===== src/rtl/game_pkg.sv =====
// game_pkg -- shared encodings for the two-snake game controller.
//
// Holds the game state encoding, the speed-level (clk_rate) encoding, the
// winner encoding and the bit positions of the control keys inside the
// 12-bit keystroke bus. Imported by game_ctrl.
package game_pkg;

  // Game state, also exported on the state port of game_ctrl.
  typedef enum logic [1:0] {
    ST_IDLE  = 2'b00,
    ST_RUN   = 2'b01,
    ST_PAUSE = 2'b10,
    ST_OVER  = 2'b11
  } game_state_t;

  // Speed level. Lower code = faster movement.
  typedef enum logic [1:0] {
    RATE_4HZ     = 2'b00,
    RATE_2HZ     = 2'b01,
    RATE_1HZ     = 2'b10,
    RATE_HALF_HZ = 2'b11
  } clk_rate_t;

  // Outcome reported once the game is over.
  typedef enum logic [1:0] {
    WIN_NONE   = 2'b00,
    WIN_SNAKE1 = 2'b01,
    WIN_SNAKE2 = 2'b10,
    WIN_TIE    = 2'b11
  } winner_t;

  // Control key bit indices inside keystroke[11:0].
  localparam int KEY_CLEAR = 8;
  localparam int KEY_PAUSE = 9;
  localparam int KEY_FAST  = 10;
  localparam int KEY_SLOW  = 11;

endpackage


===== src/rtl/key_edge.sv =====
// key_edge -- turns one raw, asynchronous key into a single-cycle press event.
//
// Path: 2-flop synchroniser -> optional debounce filter -> rising-edge pulse.
// Optional feature macro: GAME_CTRL_DEBOUNCE_EN. When defined, the
// synchronised level must be stable for DEB_CYCLES consecutive cycles before
// the filtered level follows it; otherwise the edge detector works directly
// on the synchronised level.
//
// Ports:
//   clk   in  1  system clock
//   rst   in  1  asynchronous active-high reset
//   key   in  1  raw key level
//   press out 1  one-cycle pulse per press (combinational from flops)
//
// A key that is already held when reset releases produces no event: the
// detector only arms after it has seen the synchronised key low.
module key_edge #(
  parameter int DEB_CYCLES = 500_000
) (
  input  logic clk,
  input  logic rst,
  input  logic key,
  output logic press
);

  logic       sync1;
  logic       sync2;
  logic [1:0] settle;   // fills with ones once sync2 carries real key data
  logic       armed;
  logic       lvl;
  logic       lvl_prev;

`ifdef GAME_CTRL_DEBOUNCE_EN
  localparam int DW = (DEB_CYCLES > 1) ? $clog2(DEB_CYCLES) : 1;

  logic [DW-1:0] deb_cnt;
  logic          filt;

  // Counts consecutive cycles in which sync2 disagrees with the filtered
  // level; any agreeing cycle restarts the window.
  always_ff @(posedge clk or posedge rst) begin
    if (rst) begin
      deb_cnt <= '0;
      filt    <= 1'b0;
    end else if (sync2 == filt) begin
      deb_cnt <= '0;
    end else if (deb_cnt == DW'(DEB_CYCLES - 1)) begin
      filt    <= sync2;
      deb_cnt <= '0;
    end else begin
      deb_cnt <= deb_cnt + 1'b1;
    end
  end

  assign lvl = filt;
`else
  // DEB_CYCLES only shapes the debounce filter, which is not built here.
  logic unused_deb;
  assign unused_deb = (DEB_CYCLES != 0);
  assign lvl        = sync2;
`endif

  always_ff @(posedge clk or posedge rst) begin
    if (rst) begin
      sync1    <= 1'b0;
      sync2    <= 1'b0;
      settle   <= 2'b00;
      armed    <= 1'b0;
      lvl_prev <= 1'b0;
    end else begin
      sync1    <= key;
      sync2    <= sync1;
      settle   <= {settle[0], 1'b1};
      armed    <= armed | (settle[1] & ~sync2);
      lvl_prev <= lvl;
    end
  end

  assign press = armed & lvl & ~lvl_prev;

endmodule


===== src/rtl/game_ctrl.sv =====
// game_ctrl -- top-level game controller for a two-snake game.
//
// Converts the clear / pause / faster / slower keys into events, runs the
// IDLE/RUN/PAUSE/OVER state machine, divides the system clock into move
// ticks at the selected speed, and tracks which snake died first.
// Optional feature macro: GAME_CTRL_DEBOUNCE_EN (key debounce in key_edge).
//
// Ports:
//   clk        in  1   system clock, single domain
//   rst        in  1   asynchronous active-high reset
//   keystroke  in  12  raw keys; [8] clear, [9] pause, [10] faster, [11] slower
//   hit1       in  1   snake1 collision flag (level)
//   hit2       in  1   snake2 collision flag (level)
//   step1      out 1   one-cycle move strobe for snake1
//   step2      out 1   one-cycle move strobe for snake2
//   clear      out 1   one-cycle reinitialise pulse
//   clk_rate   out 2   speed level (00 4 Hz .. 11 0.5 Hz)
//   state      out 2   game state (also the FSM debug view)
//   winner     out 2   outcome, non-zero only in OVER
//
// step1, step2 and clear are fire-and-forget strobes: there is no
// valid/ready handshake and no backpressure; the receiver must act on the
// cycle the strobe is high.
module game_ctrl
  import game_pkg::*;
#(
  parameter int CLK_HZ     = 50_000_000,
  parameter int DEB_CYCLES = 500_000
) (
  input  logic        clk,
  input  logic        rst,
  input  logic [11:0] keystroke,
  input  logic        hit1,
  input  logic        hit2,
  output logic        step1,
  output logic        step2,
  output logic        clear,
  output logic [1:0]  clk_rate,
  output logic [1:0]  state,
  output logic [1:0]  winner
);

  localparam int CW = $clog2(2 * CLK_HZ);

  // Last count value of a move period at each speed level.
  localparam logic [CW-1:0] LAST_4HZ  = CW'(CLK_HZ / 4 - 1);
  localparam logic [CW-1:0] LAST_2HZ  = CW'(CLK_HZ / 2 - 1);
  localparam logic [CW-1:0] LAST_1HZ  = CW'(CLK_HZ - 1);
  localparam logic [CW-1:0] LAST_HALF = CW'(2 * CLK_HZ - 1);

  // ---------------------------------------------------------------------
  // Key events
  // ---------------------------------------------------------------------
  logic ev_clear;
  logic ev_pause;
  logic ev_fast;
  logic ev_slow;

  key_edge #(.DEB_CYCLES(DEB_CYCLES)) u_key_clear (
    .clk(clk), .rst(rst), .key(keystroke[KEY_CLEAR]), .press(ev_clear)
  );
  key_edge #(.DEB_CYCLES(DEB_CYCLES)) u_key_pause (
    .clk(clk), .rst(rst), .key(keystroke[KEY_PAUSE]), .press(ev_pause)
  );
  key_edge #(.DEB_CYCLES(DEB_CYCLES)) u_key_fast (
    .clk(clk), .rst(rst), .key(keystroke[KEY_FAST]), .press(ev_fast)
  );
  key_edge #(.DEB_CYCLES(DEB_CYCLES)) u_key_slow (
    .clk(clk), .rst(rst), .key(keystroke[KEY_SLOW]), .press(ev_slow)
  );

  // The remaining keys belong to the snake datapaths.
  logic unused_keys;
  assign unused_keys = ^keystroke[7:0];

  // ---------------------------------------------------------------------
  // Registers
  // ---------------------------------------------------------------------
  game_state_t   state_q;
  game_state_t   state_d;
  logic [1:0]    rate_q;
  logic [1:0]    rate_d;
  logic [CW-1:0] cnt_q;
  logic [CW-1:0] cnt_last;
  logic          terminal;
  logic          dead1_q;
  logic          dead2_q;
  logic          dead1_n;
  logic          dead2_n;
  logic          both_dead;
  logic          hit_window;
  winner_t       win_q;
  logic          clear_q;

  // ---------------------------------------------------------------------
  // Tick divider
  // ---------------------------------------------------------------------
  always_comb begin
    cnt_last = LAST_1HZ;
    case (rate_q)
      2'b00:   cnt_last = LAST_4HZ;
      2'b01:   cnt_last = LAST_2HZ;
      2'b10:   cnt_last = LAST_1HZ;
      default: cnt_last = LAST_HALF;
    endcase
  end

  // ">=" rather than "==" so that switching to a faster level while the
  // count is already past the new limit ends the period immediately.
  assign terminal = (cnt_q >= cnt_last);

  // A snake that is dead, or is being hit this very cycle, does not move.
  assign step1 = (state_q == ST_RUN) & terminal & ~dead1_q & ~hit1;
  assign step2 = (state_q == ST_RUN) & terminal & ~dead2_q & ~hit2;

  // ---------------------------------------------------------------------
  // Death tracking
  // ---------------------------------------------------------------------
  assign hit_window = (state_q == ST_RUN) || (state_q == ST_PAUSE);
  assign dead1_n    = dead1_q | hit1;
  assign dead2_n    = dead2_q | hit2;
  assign both_dead  = dead1_q & dead2_q;

  // ---------------------------------------------------------------------
  // Speed level
  // ---------------------------------------------------------------------
  always_comb begin
    rate_d = rate_q;
    if (ev_fast && !ev_slow && rate_q != RATE_4HZ) begin
      rate_d = rate_q - 2'd1;
    end else if (ev_slow && !ev_fast && rate_q != RATE_HALF_HZ) begin
      rate_d = rate_q + 2'd1;
    end
  end

  // ---------------------------------------------------------------------
  // Game FSM
  // ---------------------------------------------------------------------
  always_comb begin
    state_d = state_q;
    if (ev_clear) begin
      state_d = ST_IDLE;
    end else begin
      case (state_q)
        ST_IDLE:  if (ev_pause) state_d = ST_RUN;
        ST_RUN: begin
          if (both_dead)     state_d = ST_OVER;
          else if (ev_pause) state_d = ST_PAUSE;
        end
        ST_PAUSE: if (ev_pause) state_d = ST_RUN;
        default:  state_d = ST_OVER;
      endcase
    end
  end

  always_ff @(posedge clk or posedge rst) begin
    if (rst) begin
      state_q <= ST_IDLE;
    end else begin
      state_q <= state_d;
    end
  end

  // ---------------------------------------------------------------------
  // Datapath registers
  // ---------------------------------------------------------------------
  always_ff @(posedge clk or posedge rst) begin
    if (rst) begin
      rate_q  <= RATE_1HZ;
      cnt_q   <= '0;
      dead1_q <= 1'b0;
      dead2_q <= 1'b0;
      win_q   <= WIN_NONE;
      clear_q <= 1'b0;
    end else begin
      rate_q  <= rate_d;
      clear_q <= ev_clear;
      if (ev_clear) begin
        cnt_q   <= '0;
        dead1_q <= 1'b0;
        dead2_q <= 1'b0;
        win_q   <= WIN_NONE;
      end else begin
        if (state_q == ST_RUN) begin
          cnt_q <= terminal ? '0 : cnt_q + 1'b1;
        end
        if (hit_window) begin
          dead1_q <= dead1_n;
          dead2_q <= dead2_n;
          // Decide the winner on the cycle the second death lands; the
          // already-set flag tells which snake went first.
          if (dead1_n && dead2_n && !both_dead) begin
            if (dead1_q)      win_q <= WIN_SNAKE2;
            else if (dead2_q) win_q <= WIN_SNAKE1;
            else              win_q <= WIN_TIE;
          end
        end
      end
    end
  end

  // ---------------------------------------------------------------------
  // Outputs
  // ---------------------------------------------------------------------
  assign clear    = clear_q;
  assign clk_rate = rate_q;
  assign state    = state_q;
  assign winner   = (state_q == ST_OVER) ? win_q : WIN_NONE;

endmodule


===== config.mk =====
export PLATFORM = sky130hd
export DESIGN_NAME = game_ctrl
export DESIGN_NICKNAME = d
export VERILOG_FILES = /design/src/rtl/game_pkg.sv /design/src/rtl/key_edge.sv /design/src/rtl/game_ctrl.sv
export SDC_FILE = /design/constraint.sdc
export NUM_CORES = 1
export LEC_CHECK = 0
export CELL_PAD_IN_SITES_DETAIL_PLACEMENT = 1
export CELL_PAD_IN_SITES_GLOBAL_PLACEMENT = 1
export CORE_UTILIZATION = 49
export CTS_CLUSTER_DIAMETER = 100
export DETAILED_ROUTE_END_ITERATION = 10
export PLACE_DENSITY = 0.9
export SLEW_MARGIN = 0
export SYNTH_ARGS = -nofsm -noshare
export SYNTH_HDL_FRONTEND = slang
export SYNTH_SLANG_ARGS = --single-unit

===== constraint.sdc =====
create_clock -name clk -period 6.5 [get_ports clk]
set_input_delay 1.3 -clock clk [delete_from_list [all_inputs] [get_ports clk]]
set_output_delay 1.3 -clock clk [all_outputs]
set_load 0.05 [all_outputs]

==> flow_summary_export.csv, run 1 <==
group,metric,value,unit
run_status,status,"finished, final reports clean",
synthesis,synth_area_per_cell,9.69,um^2
floorplan,chipHeight,81.1,um
sta,postLayoutSetupSlackWorst,1.07,ns
clock_network,tritoncts,"built",
pwr,swShare,42.7,%
clock_network,clock-root-buffer,"clkbuf_8",
route,via_count,2576,
grt,via_count_of_the_first_global_routing_pass,2584,
grt,globalRoute.busiestLayer,"met2",
worst_setup_path,worst-r2r-setup-slack,2.99,ns
clock_network,ctsResizeCount,0,
sta,clock_skew,0.00964,ns
route,routed_wl,7450,um
floorplan,fp.dieW,81.1,um
pwr,ir_worst_vdd,0.000169,V
synthesis,synthArstFlopShare,100,%
synthesis,synth.yosys.warnings,0,
sta,fin_tns_setup,0,ns
worst_setup_path,critPathMaxFanout,30,
place,dp.final_hpwl,5310,um
pwr,combPwrFrac,40.2,%
grt,gr-total-overflow,0,
grt,initial_antenna_violation_count,0,
synthesis,synth_largest_area_cell,"dfrtp_1",
floorplan,floorplan.initialDensity,51.1,%
clock_network,numCtsBuffers,5,
pwr,power_frac_clock,19.1,%
grt,grt_pass1_wl,12700,um
clock_network,cts-htree-levels,2,
synthesis,synth.cells.most_frequent,"53 x dfrtp_1, 38 x nand2_1, 29 x ha_1, 21 x nand4_1, 20 x nor2_1",
place,post-place-ws,1.43,ns
synthesis,yosysTopAreaCellShare,43.3,%
sta,report.final.hold_viol_count,0,
pwr,net-switching-power,449,uW
clock_network,postCtsHoldBufs,0,
worst_setup_path,r2r_path_start,"clk_rate[0]$_DFFE_PP0P_",
cells_and_area,nNetsFinal,378,
sta,maxSlewHeadroom,35.9,%
grt,grt_max_degree,55,
route,wl_per_cell,18.2,um
synthesis,mappedNetlistNets,361,
floorplan,design.die.area,6570,um^2
synthesis,mappedNetlistArea,3060,um^2
worst_setup_path,data_required_time_of_the_worst_path,5.20,ns
worst_hold_path,holdCritStartpoint,"u_key_pause.sync1$_DFF_PP0_",
sta,number_of_failing_setup_endpoints_in_the_final_timing_report,0,
sta,fmax,184,MHz
cells_and_area,num_antenna_cells,0,
grt,track_usage,25.3,%
route,detail-route-antenna-nets,0,
worst_setup_path,critical_path.reg2reg.endpoint,"cnt_q[21]$_DFFE_PP0P_",
sta,final_min_period_over_clock_period,83.6,%
synthesis,synth_sequential_area_ratio,44.2,%
sta,final-max-slew-violation-count,0,
worst_setup_path,crit_type,"reg2out",
sta,rsz_0062_raised_after_global_routing,"false",
grt,globalRouteMet2Util,42.1,%
cells_and_area,final_layout_size_suffix_gt1_share,6.89,%
worst_setup_path,sort_of_element_at_the_end_of_the_critical_path,"output port",
run,drv_cap,0,
grt,met1_usage,33.6,%
route,drt-pass1-iter-count,4,
worst_hold_path,hold-path-cell-count,0,
synthesis,yosysUniqueCellTypes,45,
floorplan,floorplan_core_area,5990,um^2
synthesis,synthesis.instances,316,
clock_network,postCtsSetupRepairBufs,0,
sta,max_slew.worst_pin.slew,0.954,ns
worst_hold_path,whs_endpoint,"u_key_pause.lvl$_DFF_PP0_",
route,drc,0,
worst_setup_path,crit_path_arrival_time,4.13,ns
pwr,power_per_cell_area,311,nW/um^2
clock_network,tritoncts_num_sinks,54,
cells_and_area,syn2layout_area_growth,10.5,%
clock_network,worst_skew_pair.late_latency,0.31,ns
synthesis,synth.area.top_cells,"dfrtp_1 43%, ha_1 12%, nand2_1 4.7%",
sta,fin_crit,5.43,ns
floorplan,boundaryPins,25,
pwr,leakage,0.00146,uW
pwr,cell_internal_pwr,603,uW
clock_network,number_of_buffers_on_the_longest_clock_path,2,
cells_and_area,fin_util,56.5,%
worst_setup_path,timing.reg2reg.worst_path_depth,10,
route,dr.first_iter.drc_count,141,
place,port_buffers,16,
route,route.detailed.vias_per_inst,6.30,
synthesis,yosysMostFrequentCell,"dfrtp_1",
place,finalWeightedCongestion,0.827,
floorplan,placement_rows,28,
synthesis,ys_ff_latch,54,
grt,grt.met3_usage,4.38,%
worst_hold_path,timing.hold.worst.class,"reg2reg",
clock_network,clkTransAtPathRegs,0.11,ns
synthesis,synth_flop_cell,"dfrtp_1",
synthesis,synth-edff-count,0,
pwr,seqPwrFrac,40.7,%
worst_setup_path,setup.worst_path.start_class,"register",
## sequential cells by signal, indices dropped and copies added, names as in the netlist, 2 cells and up
name,count
state,2
win_q,2
clk_rate,2
cnt_q,27
## cells by family (layout without fill, tap and decap cells)
family                   after synthesis  count (layout)  share of synthesized area (%)
XOR/XNOR                               3               3                          0.858
buffers and inverters                 25              43                           3.76
flip-flops                            54              54                           44.2
AND/OR/NAND/NOR                      131             131                           21.9
adder cells (fa/ha/maj)               29              29                           11.8
other                                  1               1                          0.122
AO/OA/AOI/OAI                         69              69                           16.1
multiplexers                           4               4                           1.31
## area by class of cell
class	count	area (um^2)
Sequential cell	54	1350
Clock inverter	3	28.8
Clock buffer	5	68.8
Fill cell	680	2610
Timing Repair Buffer	20	190
Inverter	15	56.3
Tap cell	75	93.8
Multi-Input combinational cell	237	1600
## placed cells by master (no fill, tap or decap), types with 2 or more instances in the layout
cell             instances
dfrtp_1                 53
nand2_1                 38
ha_1                    29
nand4_1                 21
nor2_1                  20
nand3_1                 18
clkdlybuf4s50_1         16
inv_1                   14
nor3_1                  12
o21ai_0                 11
a21oi_1                  9
and3_1                   6
o311ai_1                 6
a211oi_1                 5
a31oi_1                  5
o211ai_1                 5
clkbuf_8                 5
mux2i_1                  4
a22o_1                   4
a21o_1                   4
o21a_1                   4
o311ai_0                 4
buf_4                    4
or3_1                    3
and2_1                   3
a31o_2                   3
and4_1                   2
a221o_1                  2
o22ai_1                  2
xor2_1                   2
nor4b_2                  2
## power by group through the flow
stage	combinational [uW]	clock [uW]	sequential (uW)
6_report	423	201	428
5_1_grt	473	220	436
4_1_cts	426	209	429
3_5_place_dp	421	0	435
3_3_place_gp	397	0	427
2_1_floorplan	258	0	460
## worst max path at each step
stage,from,end
finish,clk_rate[1]$_DFFE_PP1P_,step1
global route,clk_rate[1]$_DFFE_PP1P_,step1
CTS,clk_rate[1]$_DFFE_PP1P_,step2
floorplan,clk_rate[0]$_DFFE_PP0P_,step1
global placement,clk_rate[1]$_DFFE_PP1P_,step2
detailed placement,clk_rate[1]$_DFFE_PP1P_,step2
## critical path, cell delays in order (launching register included)
cell	delay, ns
dfstp_2	0.61
ha_1	0.29
inv_1	0.12
ha_1	0.32
and3_1	0.19
nand3_1	0.13
or3_1	0.40
o22a_2	0.44
and2_4	0.28
nor4b_2	0.21
clkdlybuf4s50_1	0.85
## metrics by stage
stage / cells / area, um^2 / hold slack, ns / total power [uW]
finish: 409 / 3390 / 0.361 / 1050
global route: 409 / 3390 / 0.369 / 1130
CTS: 409 / 3390 / 0.365 / 1060
detailed placement: 401 / 3290 / 0.338 / 857
global placement: 401 / 3290 / 0.331 / 824
floorplan: 316 / 3060 / 0.331 / 717
## routing by layer
metal | part of all wire [%] | vias up
met5 | 0 | -
met4 | 1.1 | 0
met3 | 3.0 | 7
met2 | 51 | 48
met1 | 45 | 1310
li1 | - | 1211
Power figures use the tool's default switching activity.
==> inputs of run 2 (changes only) <==
Settings changed: CORE_UTILIZATION 49 to 45, PLACE_DENSITY 0.9 to 0.84.
Clock period 6.5 ns to 5.2 ns, I/O delays scaled along.
==> run 2 against run 1 <==
Effect of this change:
- critical path depth stayed put
- critical endpoint unchanged
- first-iteration DRC count is 17% lower
- via count fell by 1.0%
- wire length decreased by 1.1%
- clock skew fell by 0.0013 ns
- clock-buffer cell count unchanged
- final area did not move
- sequential share of layout area unchanged
- non-clock buffer count unchanged
- die area is 8.7% higher
- largest power group unchanged
- worst setup slack got worse by 0.70 ns
- clock power grew 26%
==> flow_summary_export.csv, run 2 (same netlist as run 1, synthesis figures left out) <==
group,metric,value,unit
run_status,status,"finished, final reports clean",
worst_setup_path,critPathMaxFanout,7,
sta,fin_crit,4.83,ns
sta,clock_skew,0.00836,ns
run,drv_cap,0,
pwr,seqPwrFrac,40.6,%
pwr,swShare,42.6,%
pwr,power_per_cell_area,387,nW/um^2
clock_network,numCtsBuffers,5,
floorplan,floorplan.initialDensity,47.4,%
clock_network,clock-root-buffer,"clkbuf_8",
route,detail-route-antenna-nets,0,
floorplan,floorplan_core_area,6460,um^2
route,drc,0,
clock_network,clkTransAtPathRegs,0.11,ns
floorplan,placement_rows,29,
clock_network,cts-htree-levels,2,
cells_and_area,final_area,3390,um^2
clock_network,number_of_buffers_on_the_longest_clock_path,2,
cells_and_area,nNetsFinal,378,
cells_and_area,most_used_cells_in_the_layout_excluding_fill_and_tap_cells,"53 x dfrtp_1, 38 x nand2_1, 29 x ha_1",
worst_setup_path,sort_of_element_at_the_end_of_the_critical_path,"output port",
pwr,power_frac_clock,19.4,%
route,route.detailed.vias_per_inst,6.20,
place,finalWeightedCongestion,0.826,
cells_and_area,syn2layout_area_growth,10.5,%
grt,track_usage,22.2,%
clock_network,worst_skew_pair.late_latency,0.32,ns
worst_setup_path,setup.worst_path.start_class,"register",
place,placed_area,3290,um^2
place,port_buffers,16,
route,drt-pass1-iter-count,5,
sta,fin_tns_setup,0,ns
cells_and_area,top_register,"cnt_q",
cells_and_area,final.fill_count,764,
clock_network,tritoncts_num_sinks,54,
sta,number_of_failing_setup_endpoints_in_the_final_timing_report,0,
grt,via_count_of_the_first_global_routing_pass,2612,
grt,grt_max_degree,55,
route,dr.first_iter.drc_count,117,
route,routed_wl,7370,um
cells_and_area,final_layout_size_suffix_gt1_share,6.89,%
floorplan,fp.dieW,84.5,um
sta,report.final.hold_viol_count,0,
grt,gr-total-overflow,0,
floorplan,chipHeight,84.5,um
worst_hold_path,timing.hold.worst.class,"reg2reg",
pwr,leakage,0.00145,uW
clock_network,postCtsHoldBufs,0,
clock_network,ctsResizeCount,0,
pwr,net-switching-power,559,uW
clock_network,tritoncts,"built",
pwr,cell_internal_pwr,752,uW
clock_network,postCtsSetupRepairBufs,0,
cells_and_area,seqCellArea,1350,um^2
cells_and_area,largest_register_ffs,27,
worst_setup_path,crit_type,"reg2out",
sta,rsz_0062_raised_after_global_routing,"false",
sta,final-max-slew-violation-count,0,
pwr,ir_worst_vdd,0.000180,V
worst_setup_path,crit_path_arrival_time,3.79,ns
cells_and_area,num_antenna_cells,0,
grt,initial_antenna_violation_count,0,
cells_and_area,area_of_the_multi_input_gates,1600,um^2
sta,max_slew.worst_pin.slew,0.934,ns
cells_and_area,final_common_cell,"dfrtp_1",
cells_and_area,fin_util,52.4,%
place,dp.final_hpwl,5130,um
floorplan,boundaryPins,25,
floorplan,design.die.area,7140,um^2
worst_setup_path,data_required_time_of_the_worst_path,4.16,ns
sta,final_min_period_over_clock_period,92.9,%
route,wl_per_cell,17.9,um
route,via_count,2550,
sta,maxSlewHeadroom,37.3,%
sta,fmax,207,MHz
grt,grt_pass1_wl,12600,um
pwr,combPwrFrac,40.0,%
-- run 2: changes by cell type in the layout (fill, tap and decap cells not counted) --
cell | before | now
inv_6 | 1 | 2
inv_8 | 1 | 0
-- run 2: worst paths after layout --
| check | startpoint | endpoint | slack [ns] | cells after the start |
|---|---|---|---|---|
| min in group asynchronous | rst | cnt_q[18]$_DFFE_PP0P_ | 1.21 | 3 |
| worst max register to register | clk_rate[0]$_DFFE_PP0P_ | cnt_q[21]$_DFFE_PP0P_ | 1.62 | 10 |
| worst min-delay path | u_key_clear.sync1$_DFF_PP0_ | u_key_clear.lvl$_DFF_PP0_ | 0.36 | 0 |
| worst max-delay path | clk_rate[0]$_DFFE_PP0P_ | step1 | 0.37 | 10 |
| max in group asynchronous | rst | cnt_q[2]$_DFFE_PP0P_ | 3.51 | 3 |
| worst min register to register | u_key_clear.sync1$_DFF_PP0_ | u_key_clear.lvl$_DFF_PP0_ | 0.36 | 0 |
-- run 2: routing by layer --
metal	part of all wire (%)	track usage, %	up-vias	routed length [um]
met1	47	28.9	1303	3460
met5	0	0	-	0
met3	1.8	3.44	10	136
met4	1.3	7.24	0	99
li1	-	-	1213	-
met2	50	38.0	24	3670
-- run 2: cell type report --
cell class,instances,share of cell area (%)
multi-input combinational,237,47.1
sequential,54,39.9
timing repair buffer,20,5.62
tap,77,2.85
clock buffer,5,2.03
inverter,15,1.66
clock inverter,3,0.776
-- run 2: per-stage QoR --
stage | std cells | setup slack [ns] | hold slack (ns) | power, uW
global route | 411 | 0.265 | 0.369 | 1390
floorplan | 316 | 0.638 | 0.331 | 897
detailed placement | 403 | 0.746 | 0.337 | 1070
global placement | 403 | 0.812 | 0.333 | 1030
finish | 411 | 0.370 | 0.360 | 1310
CTS | 411 | 0.359 | 0.363 | 1320
-- run 2: critical path, cell delays in order (launching register included) --
cell and delay, ns:
dfrtp_1 0.53, inv_1 0.18, ha_1 0.31, ha_1 0.30, and4_1 0.21, nand3_1 0.10, or3_1 0.37, o22a_2 0.20
and2_4 0.17, nor4b_2 0.23, clkdlybuf4s50_1 0.85
-- run 2: power groups by stage --
stage	clock network, uW	registers [uW]	logic (uW)
6_report	254	533	524
5_1_grt	271	542	574
4_1_cts	258	533	528
3_5_place_dp	0	540	527
3_3_place_gp	0	535	494
2_1_floorplan	0	575	322
==> inputs of run 3 (changes only) <==
Settings changed: TNS_END_PERCENT from default to 30.
==> results of run 3 <==
Same layout as run 2: the final DEF is identical, and so are final timing and power.
